<file path="config.mk">
export PLATFORM = sky130hd
export DESIGN_NAME = vga_timing_gen_flat
export DESIGN_NICKNAME = d
export VERILOG_FILES = /design/src/rtl/snake_pkg.sv /design/src/rtl/vga_timing_gen_if.sv /design/src/rtl/vga_timing_gen_mod_counter.sv /design/src/rtl/vga_timing_gen.sv /design/src/flat_wrapper.sv
export SDC_FILE = /design/constraint.sdc
export NUM_CORES = 1
export LEC_CHECK = 0
export ABC_AREA = 1
export CORE_MARGIN = 3
export CORE_UTILIZATION = 50
export DETAILED_ROUTE_END_ITERATION = 12
export PLACE_DENSITY = 0.8
export REMOVE_ABC_BUFFERS = 1
export SYNTH_ARGS = -nofsm -noshare
export SYNTH_HDL_FRONTEND = slang
export SYNTH_SLANG_ARGS = --single-unit
</file>
<file path="constraint.sdc">
create_clock -name clk -period 2 [get_ports clk]
set_input_delay 0.5 -clock clk [delete_from_list [all_inputs] [get_ports clk]]
set_output_delay 0.5 -clock clk [all_outputs]
set_load 0.01 [all_outputs]
</file>
<file path="src/rtl/snake_pkg.sv">
// Shared constants and encodings for the snake game: VGA 640x480@60 timing,
// movement directions, game states and the snake colour.
package snake_pkg;

   localparam int H_ACTIVE = 640;
   localparam int H_FP     = 16;
   localparam int H_SYNC   = 96;
   localparam int H_BP     = 48;
   localparam int H_TOTAL  = H_ACTIVE + H_FP + H_SYNC + H_BP;

   localparam int V_ACTIVE = 480;
   localparam int V_FP     = 10;
   localparam int V_SYNC   = 2;
   localparam int V_BP     = 33;
   localparam int V_TOTAL  = V_ACTIVE + V_FP + V_SYNC + V_BP;

   typedef enum logic [2:0] {
      IDLE  = 3'd0,
      UP    = 3'd1,
      DOWN  = 3'd2,
      LEFT  = 3'd3,
      RIGHT = 3'd4
   } direction_e;

   typedef enum logic {
      PLAY      = 1'b0,
      GAME_OVER = 1'b1
   } game_state_e;

   localparam logic [11:0] SNAKE_RGB = 12'h0F0;

   // Width of a counter that must hold 0..n-1; never narrower than one bit.
   function automatic int unsigned cnt_width(int unsigned n);
      return (n > 1) ? unsigned'($clog2(n)) : 1;
   endfunction

endpackage

</file>
<file path="src/rtl/vga_timing_gen_if.sv">
// Pixel-coordinate / sync / game-strobe bundle from the timing generator
// (master) to the draw blocks (slave).
interface vga_timing_gen_if #(
   parameter int BIT = 10
);
   logic [BIT-1:0] x_pos;
   logic [BIT-1:0] y_pos;
   logic           hsync;
   logic           vsync;
   logic           video_active;
   logic           frame_tick;
   logic           update;

   modport master (
      output x_pos, y_pos, hsync, vsync, video_active, frame_tick, update
   );

   modport slave (
      input  x_pos, y_pos, hsync, vsync, video_active, frame_tick, update
   );
endinterface

</file>
<file path="src/rtl/vga_timing_gen_mod_counter.sv">
// Enable-gated modulo-N counter; wrap flags the enabled last-value edge so
// counters can be chained.
module mod_counter #(
   parameter int WIDTH  = 10,
   parameter int MODULO = 800
) (
   input  logic             clk,
   input  logic             rst_n,
   input  logic             en,
   output logic [WIDTH-1:0] count,
   output logic             wrap
);

   localparam logic [WIDTH-1:0] LAST = WIDTH'(MODULO - 1);

   if (MODULO < 1 || (MODULO - 1) >= (1 << WIDTH)) begin : g_bad_modulo
      $error("mod_counter: MODULO does not fit in WIDTH bits");
   end

   logic [WIDTH-1:0] count_d;
   logic [WIDTH-1:0] count_q;

   always_comb begin
      wrap    = en && (count_q == LAST);
      count_d = count_q;
      if (wrap) begin
         count_d = '0;
      end else if (en) begin
         count_d = count_q + WIDTH'(1);
      end
   end

   always_ff @(posedge clk or negedge rst_n) begin
      if (!rst_n) begin
         count_q <= '0;
      end else begin
         count_q <= count_d;
      end
   end

   assign count = count_q;

endmodule

</file>
<file path="src/rtl/vga_timing_gen.sv">
// VGA raster timing: x/y pixel counters, sync/active decodes, and the
// vblank-aligned frame_tick and game-rate update strobes.
module vga_timing_gen #(
   parameter int BIT               = 10,
   parameter int H_ACTIVE          = snake_pkg::H_ACTIVE,
   parameter int H_FP              = snake_pkg::H_FP,
   parameter int H_SYNC            = snake_pkg::H_SYNC,
   parameter int H_BP              = snake_pkg::H_BP,
   parameter int V_ACTIVE          = snake_pkg::V_ACTIVE,
   parameter int V_FP              = snake_pkg::V_FP,
   parameter int V_SYNC            = snake_pkg::V_SYNC,
   parameter int V_BP              = snake_pkg::V_BP,
   parameter int FRAMES_PER_UPDATE = 8
) (
   input  logic              clk,
   input  logic              rst_n,
   input  logic              pix_en,
   input  logic              update_en,
   vga_timing_gen_if.master  vga
);

   localparam int H_TOTAL = H_ACTIVE + H_FP + H_SYNC + H_BP;
   localparam int V_TOTAL = V_ACTIVE + V_FP + V_SYNC + V_BP;
   localparam int FW      = int'(snake_pkg::cnt_width(FRAMES_PER_UPDATE));

   localparam logic [BIT-1:0] HS_START = BIT'(H_ACTIVE + H_FP);
   localparam logic [BIT-1:0] HS_END   = BIT'(H_ACTIVE + H_FP + H_SYNC);
   localparam logic [BIT-1:0] VS_START = BIT'(V_ACTIVE + V_FP);
   localparam logic [BIT-1:0] VS_END   = BIT'(V_ACTIVE + V_FP + V_SYNC);
   localparam logic [BIT-1:0] X_VIS    = BIT'(H_ACTIVE);
   localparam logic [BIT-1:0] Y_VIS    = BIT'(V_ACTIVE);
   localparam logic [BIT-1:0] Y_PRE_VB = BIT'(V_ACTIVE - 1);
   localparam logic [FW-1:0]  F_LAST   = FW'(FRAMES_PER_UPDATE - 1);

   if ((H_TOTAL - 1) >= (1 << BIT) || (V_TOTAL - 1) >= (1 << BIT)
       || FRAMES_PER_UPDATE < 1) begin : g_bad_params
      $error("vga_timing_gen: totals exceed BIT bits or FRAMES_PER_UPDATE < 1");
   end

   logic [BIT-1:0] x_cnt;
   logic [BIT-1:0] y_cnt;
   logic [FW-1:0]  frame_cnt;
   logic           h_wrap;
   logic           v_wrap;
   logic           frame_wrap;

   mod_counter #(.WIDTH(BIT), .MODULO(H_TOTAL)) u_h_cnt (
      .clk   (clk),
      .rst_n (rst_n),
      .en    (pix_en),
      .count (x_cnt),
      .wrap  (h_wrap)
   );

   mod_counter #(.WIDTH(BIT), .MODULO(V_TOTAL)) u_v_cnt (
      .clk   (clk),
      .rst_n (rst_n),
      .en    (h_wrap),
      .count (y_cnt),
      .wrap  (v_wrap)
   );

   mod_counter #(.WIDTH(FW), .MODULO(FRAMES_PER_UPDATE)) u_frame_cnt (
      .clk   (clk),
      .rst_n (rst_n),
      .en    (v_wrap),
      .count (frame_cnt),
      .wrap  (frame_wrap)
   );

   always_comb assert (!frame_wrap || v_wrap);

   logic tick_d, tick_q;
   logic update_d, update_q;

   // The only edge that loads (0, V_ACTIVE) is a line wrap out of the last
   // visible row; h_wrap already implies pix_en, so pulses self-clear.
   always_comb begin
      tick_d   = h_wrap && (y_cnt == Y_PRE_VB);
      update_d = tick_d && update_en && (frame_cnt == F_LAST);
   end

   always_ff @(posedge clk or negedge rst_n) begin
      if (!rst_n) begin
         tick_q   <= 1'b0;
         update_q <= 1'b0;
      end else begin
         tick_q   <= tick_d;
         update_q <= update_d;
      end
   end

   assign vga.x_pos        = x_cnt;
   assign vga.y_pos        = y_cnt;
   assign vga.hsync        = !((x_cnt >= HS_START) && (x_cnt < HS_END));
   assign vga.vsync        = !((y_cnt >= VS_START) && (y_cnt < VS_END));
   assign vga.video_active = (x_cnt < X_VIS) && (y_cnt < Y_VIS);
   assign vga.frame_tick   = tick_q;
   assign vga.update       = update_q;

endmodule

</file>
<file path="src/flat_wrapper.sv">
// flat-port wrapper written by rule: the top's interface ports become plain ports
module vga_timing_gen_flat 
#(
   parameter int BIT               = 10,
   parameter int H_ACTIVE          = snake_pkg::H_ACTIVE,
   parameter int H_FP              = snake_pkg::H_FP,
   parameter int H_SYNC            = snake_pkg::H_SYNC,
   parameter int H_BP              = snake_pkg::H_BP,
   parameter int V_ACTIVE          = snake_pkg::V_ACTIVE,
   parameter int V_FP              = snake_pkg::V_FP,
   parameter int V_SYNC            = snake_pkg::V_SYNC,
   parameter int V_BP              = snake_pkg::V_BP,
   parameter int FRAMES_PER_UPDATE = 8
)
  (clk, rst_n, pix_en, update_en, vga_x_pos, vga_y_pos, vga_hsync, vga_vsync, vga_video_active, vga_frame_tick, vga_update);
  vga_timing_gen_if #(.BIT(BIT)) vga_i ();
  input  logic clk;
  input  logic rst_n;
  input  logic pix_en;
  input  logic update_en;
  output wire logic [$bits(vga_i.x_pos)-1:0] vga_x_pos;
  output wire logic [$bits(vga_i.y_pos)-1:0] vga_y_pos;
  output wire logic [$bits(vga_i.hsync)-1:0] vga_hsync;
  output wire logic [$bits(vga_i.vsync)-1:0] vga_vsync;
  output wire logic [$bits(vga_i.video_active)-1:0] vga_video_active;
  output wire logic [$bits(vga_i.frame_tick)-1:0] vga_frame_tick;
  output wire logic [$bits(vga_i.update)-1:0] vga_update;
  assign vga_x_pos = vga_i.x_pos;
  assign vga_y_pos = vga_i.y_pos;
  assign vga_hsync = vga_i.hsync;
  assign vga_vsync = vga_i.vsync;
  assign vga_video_active = vga_i.video_active;
  assign vga_frame_tick = vga_i.frame_tick;
  assign vga_update = vga_i.update;
  vga_timing_gen #(.BIT(BIT), .H_ACTIVE(H_ACTIVE), .H_FP(H_FP), .H_SYNC(H_SYNC), .H_BP(H_BP), .V_ACTIVE(V_ACTIVE), .V_FP(V_FP), .V_SYNC(V_SYNC), .V_BP(V_BP), .FRAMES_PER_UPDATE(FRAMES_PER_UPDATE)) u_core (.clk(clk), .rst_n(rst_n), .pix_en(pix_en), .update_en(update_en), .vga(vga_i));
endmodule
</file>
==> impl_metrics.ini <==
[route]
drcViolationCount = 0
routed_wl_um = 3360
detailedRoute.firstIterationViolations = 122
routed_via_density = 5.14
via_count_of_the_routed_design = 1444
drt_first_pass_iters = 4
detail-route-antenna-nets = 0
wl_per_cell_um = 11.9

[global_route]
globalRoute.busiestLayer = met2
antenna_violations_before_repair = 0
grt_util_met1_pct = 27.2
grt_pass1_wl_um = 5430
track_usage_pct = 19.7
grtUsageMet2_pct = 31.9
global_route.overflow_total = 0
grtUsageMet3_pct = 2.77
grt_pass1_vias = 1256
maximum_number_of_pins_on_one_net_before_global_route_repair = 26

[sta]
clock_skew_ps = 3.42
max_freq_ghz = 0.517
final.min_clock_period_ps = 1930
maxSlewHeadroom_pct = 79.0
hold_viol = 0
grt_setup_unrepaired = no
finalCritPeriodShare_pct = 96.7
setup-violations-final = 0
report.final.slew_viol_count = 0
slew_at_the_pin_closest_to_its_max_slew_limit_ps = 315
post-route-worst-setup-slack_ps = 65.2

[synthesis]
yosysWarningCount = 0
count_of_distinct_cell_types_in_the_synthesized_netlist = 24
synth_xor_xnor_area_share_pct = 1.77
synth-adder-area-share_pct = 5.06
synth_top_family_by_area = simple AND/OR/NAND/NOR gates
post_synth_mux_area_share_pct = 0
synth-seq-area-share_pct = 42.2
synth-compound-area-share_pct = 5.74
synth_simple_gate_area_share_pct = 34.1
syn-mean-instance-area_um2 = 7.30
netlist_area_um2 = 1480
yosys_reg_bits = 25
netlist_instances = 203

[critical_path]
setup.worst_path.start_class = flip-flop
critical_path_rt_ps = 1500
cell_family_with_most_cp_delay = buffers and inverters
critPathArrivalTime_ps = 1430
worstPathMaxFanout = 4
critical_path.reg2reg.startpoint = u_core.u_v_cnt.count[0]$_DFFE_PN0P_
worstReg2RegEnd = u_core.u_v_cnt.count[0]$_DFFE_PN0P_
timing.critical_path.slowest_cell_delay_ps = 530
endpoint_kind = primary output
cp-startpoint = u_core.u_v_cnt.count[9]$_DFFE_PN0P_
reg2reg_setup_slack_ps = 420
path_class = flip-flop to primary output
depth_of_the_most_critical_reg_to_reg_path = 7
crit_slowest_cell = sky130_fd_sc_hd__clkdlybuf4s50_1
cp.buffers_inverters = 2
crit_path_cells = buf_4 > clkdlybuf4s50_1

[power]
report.power.total_mw = 1.46
power_report.internal_total_mw = 0.945
leakage_nw = 0.998
clk_network_pwr_share_pct = 15.9
p_per_area_nw_per_um2 = 748
vdd_ir_drop_max_mv = 0.605
p_sw_share_pct = 35.4
power_frac_comb_pct = 37.2
p_seq_share_pct = 46.8
p_switching_mw = 0.518

[clock_network]
ctsLongestPathBuffers = 2
tritoncts_num_sinks = 25
cts_root_buffer_type = sky130_fd_sc_hd__clkbuf_4
tritoncts = done
clkTransAtPathRegs_ps = 140
clock_tree.htree_level_count = 1
cts_inserted_buffers = 3
worst_skew_pair_later_pin_latency_ps = 330

[place]
hpwlAfterDp_um = 2480
gpl.final_weighted_congestion = 0.880
dpl_worst_slack_ps = -4.09
placed_cells = 273
io_buffer_count = 28

[floorplanning]
chipHeight_um = 60.5
start_util_pct = 53.3
dieArea_um2 = 3650
io_pins = 29
die_w_um = 60.5
row_count = 19
fp.coreArea_um2 = 2780

[finish]
finalNonFillerCells = 281
areaGrowthSynthToFinish_pct = 32.0
finish.utilization_pct = 70.4
share_of_layout_cells_above_drive_strength_1_pct = 12.4
final_net_count = 261
n_antenna_cell = 0

[flow_run]
number_of_max_capacitance_violations_reported = 0

[worst_hold_path]
min-delay-path-class = input port to async pin

[outcome]
result_of_the_run = finished clean
flip-flops by register name (all words and copies together) (netlist names):
name / flops
u_core.u_h_cnt.count: 10
u_core.vga.frame_tick: 1
u_core.u_v_cnt.count: 10
u_core.u_frame_cnt.count: 3
u_core.vga.update: 1
layer usage:
metal	part of all wire, %	wire [µm]	vias to the layer above
li1	-	-	741
met1	47	1590	654
met2	46	1550	45
met3	5.5	186	4
met4	0.98	33	0
met5	0	0	-
repair_timing:
action / in CTS / in global routing
hold buffers: 0 / 0
resized for setup: 9 / 0
buffers inserted: 3 / 1
cloned: 0 / 0
pin swaps: 0 / 0
setup endpoints to repair: 3 / 1
through the flow:
step / instance area [µm²] / TNS (ps) / hold WS, ps
global route: 1960 / 0 / 534
global placement: 1890 / 0 / 536
detailed placement: 1890 / -4.09 / 548
finish: 1960 / 0 / 510
CTS: 1950 / 0 / 517
floorplan: 1460 / 0 / 204
placed cells by master (no fill, tap or decap), drive strengths merged:
cell           Yosys  routed
dlygate4sd2        0       2
a211oi             1       1
o21bai             1       1
a21oi              1       1
nor4               1       1
nand2             48      48
xor2               2       2
nand3             20      20
xnor2              1       1
nor3               4       4
o21ai             13      13
inv               39      39
nand4             12      12
clkinv             0       1
dfrtp             25      25
nor2              27      27
clkbuf             0       3
ha                 6       6
buf                2      18
clkdlybuf4s50      0      25
how the worst max path moves through the flow:
| stage | slack [ps] | endpoint | depth (start not counted) |
|---|---|---|---|
| after floorplan | 460 | u_core.u_h_cnt.count[0]$_DFFE_PN0P_ | 8 |
| after global placement | 40 | vga_video_active | 4 |
| after detailed placement | -4 | vga_video_active | 4 |
| after CTS | 40 | vga_y_pos[9] | 2 |
| after global routing | 8 | vga_y_pos[9] | 2 |
| final | 70 | vga_y_pos[9] | 2 |
logic make-up (layout without fill, tap and decap cells):
family	after synthesis	in the layout
AND/OR/NAND/NOR	112	112
buffers and inverters	41	88
adder cells (fa/ha/maj)	6	6
AO/OA/AOI/OAI	16	16
flip-flops	25	25
XOR/XNOR	3	3
power groups by stage:
stage | combinational, mW | clock [mW] | sequential [mW]
2_1_floorplan | 0.199 | 0 | 0.732
3_3_place_gp | 0.499 | 0 | 0.700
3_5_place_dp | 0.506 | 0 | 0.702
4_1_cts | 0.549 | 0.243 | 0.682
5_1_grt | 0.608 | 0.251 | 0.697
6_report | 0.545 | 0.233 | 0.685
cell usage after synthesis (all sizes together):
cell    instances  area share, %
nand2          48             12
nor4            1           0.42
a21oi           1           0.34
nor3            4            1.7
o21ai          13            4.4
nand4          12            5.1
ha              6            5.1
buf             2            1.3
a211oi          1           0.51
nand3          20            7.1
xnor2           1           0.59
nor2           27            7.5
inv            39            9.9
xor2            2            1.2
o21bai          1           0.51
dfrtp          25             42
worst reg2reg max path: stages, from the launching register on:
cell,delay [ps]
sky130_fd_sc_hd__dfrtp_1,490
sky130_fd_sc_hd__inv_1,160
sky130_fd_sc_hd__ha_1,180
sky130_fd_sc_hd__inv_1,50
sky130_fd_sc_hd__nor2_1,90
sky130_fd_sc_hd__nand4_1,240
sky130_fd_sc_hd__nand3_1,160
sky130_fd_sc_hd__o21ai_0,100
layout make-up:
| class | instances | area (µm²) |
|---|---|---|
| Sequential cell | 25 | 626 |
| Timing Repair Buffer | 45 | 413 |
| Tap cell | 31 | 38.8 |
| Multi-Input combinational cell | 137 | 706 |
| Inverter | 39 | 146 |
| Clock buffer | 3 | 22.5 |
| Fill cell | 236 | 825 |
| Clock inverter | 1 | 5.00 |
(Power assumes the default switching activity.)
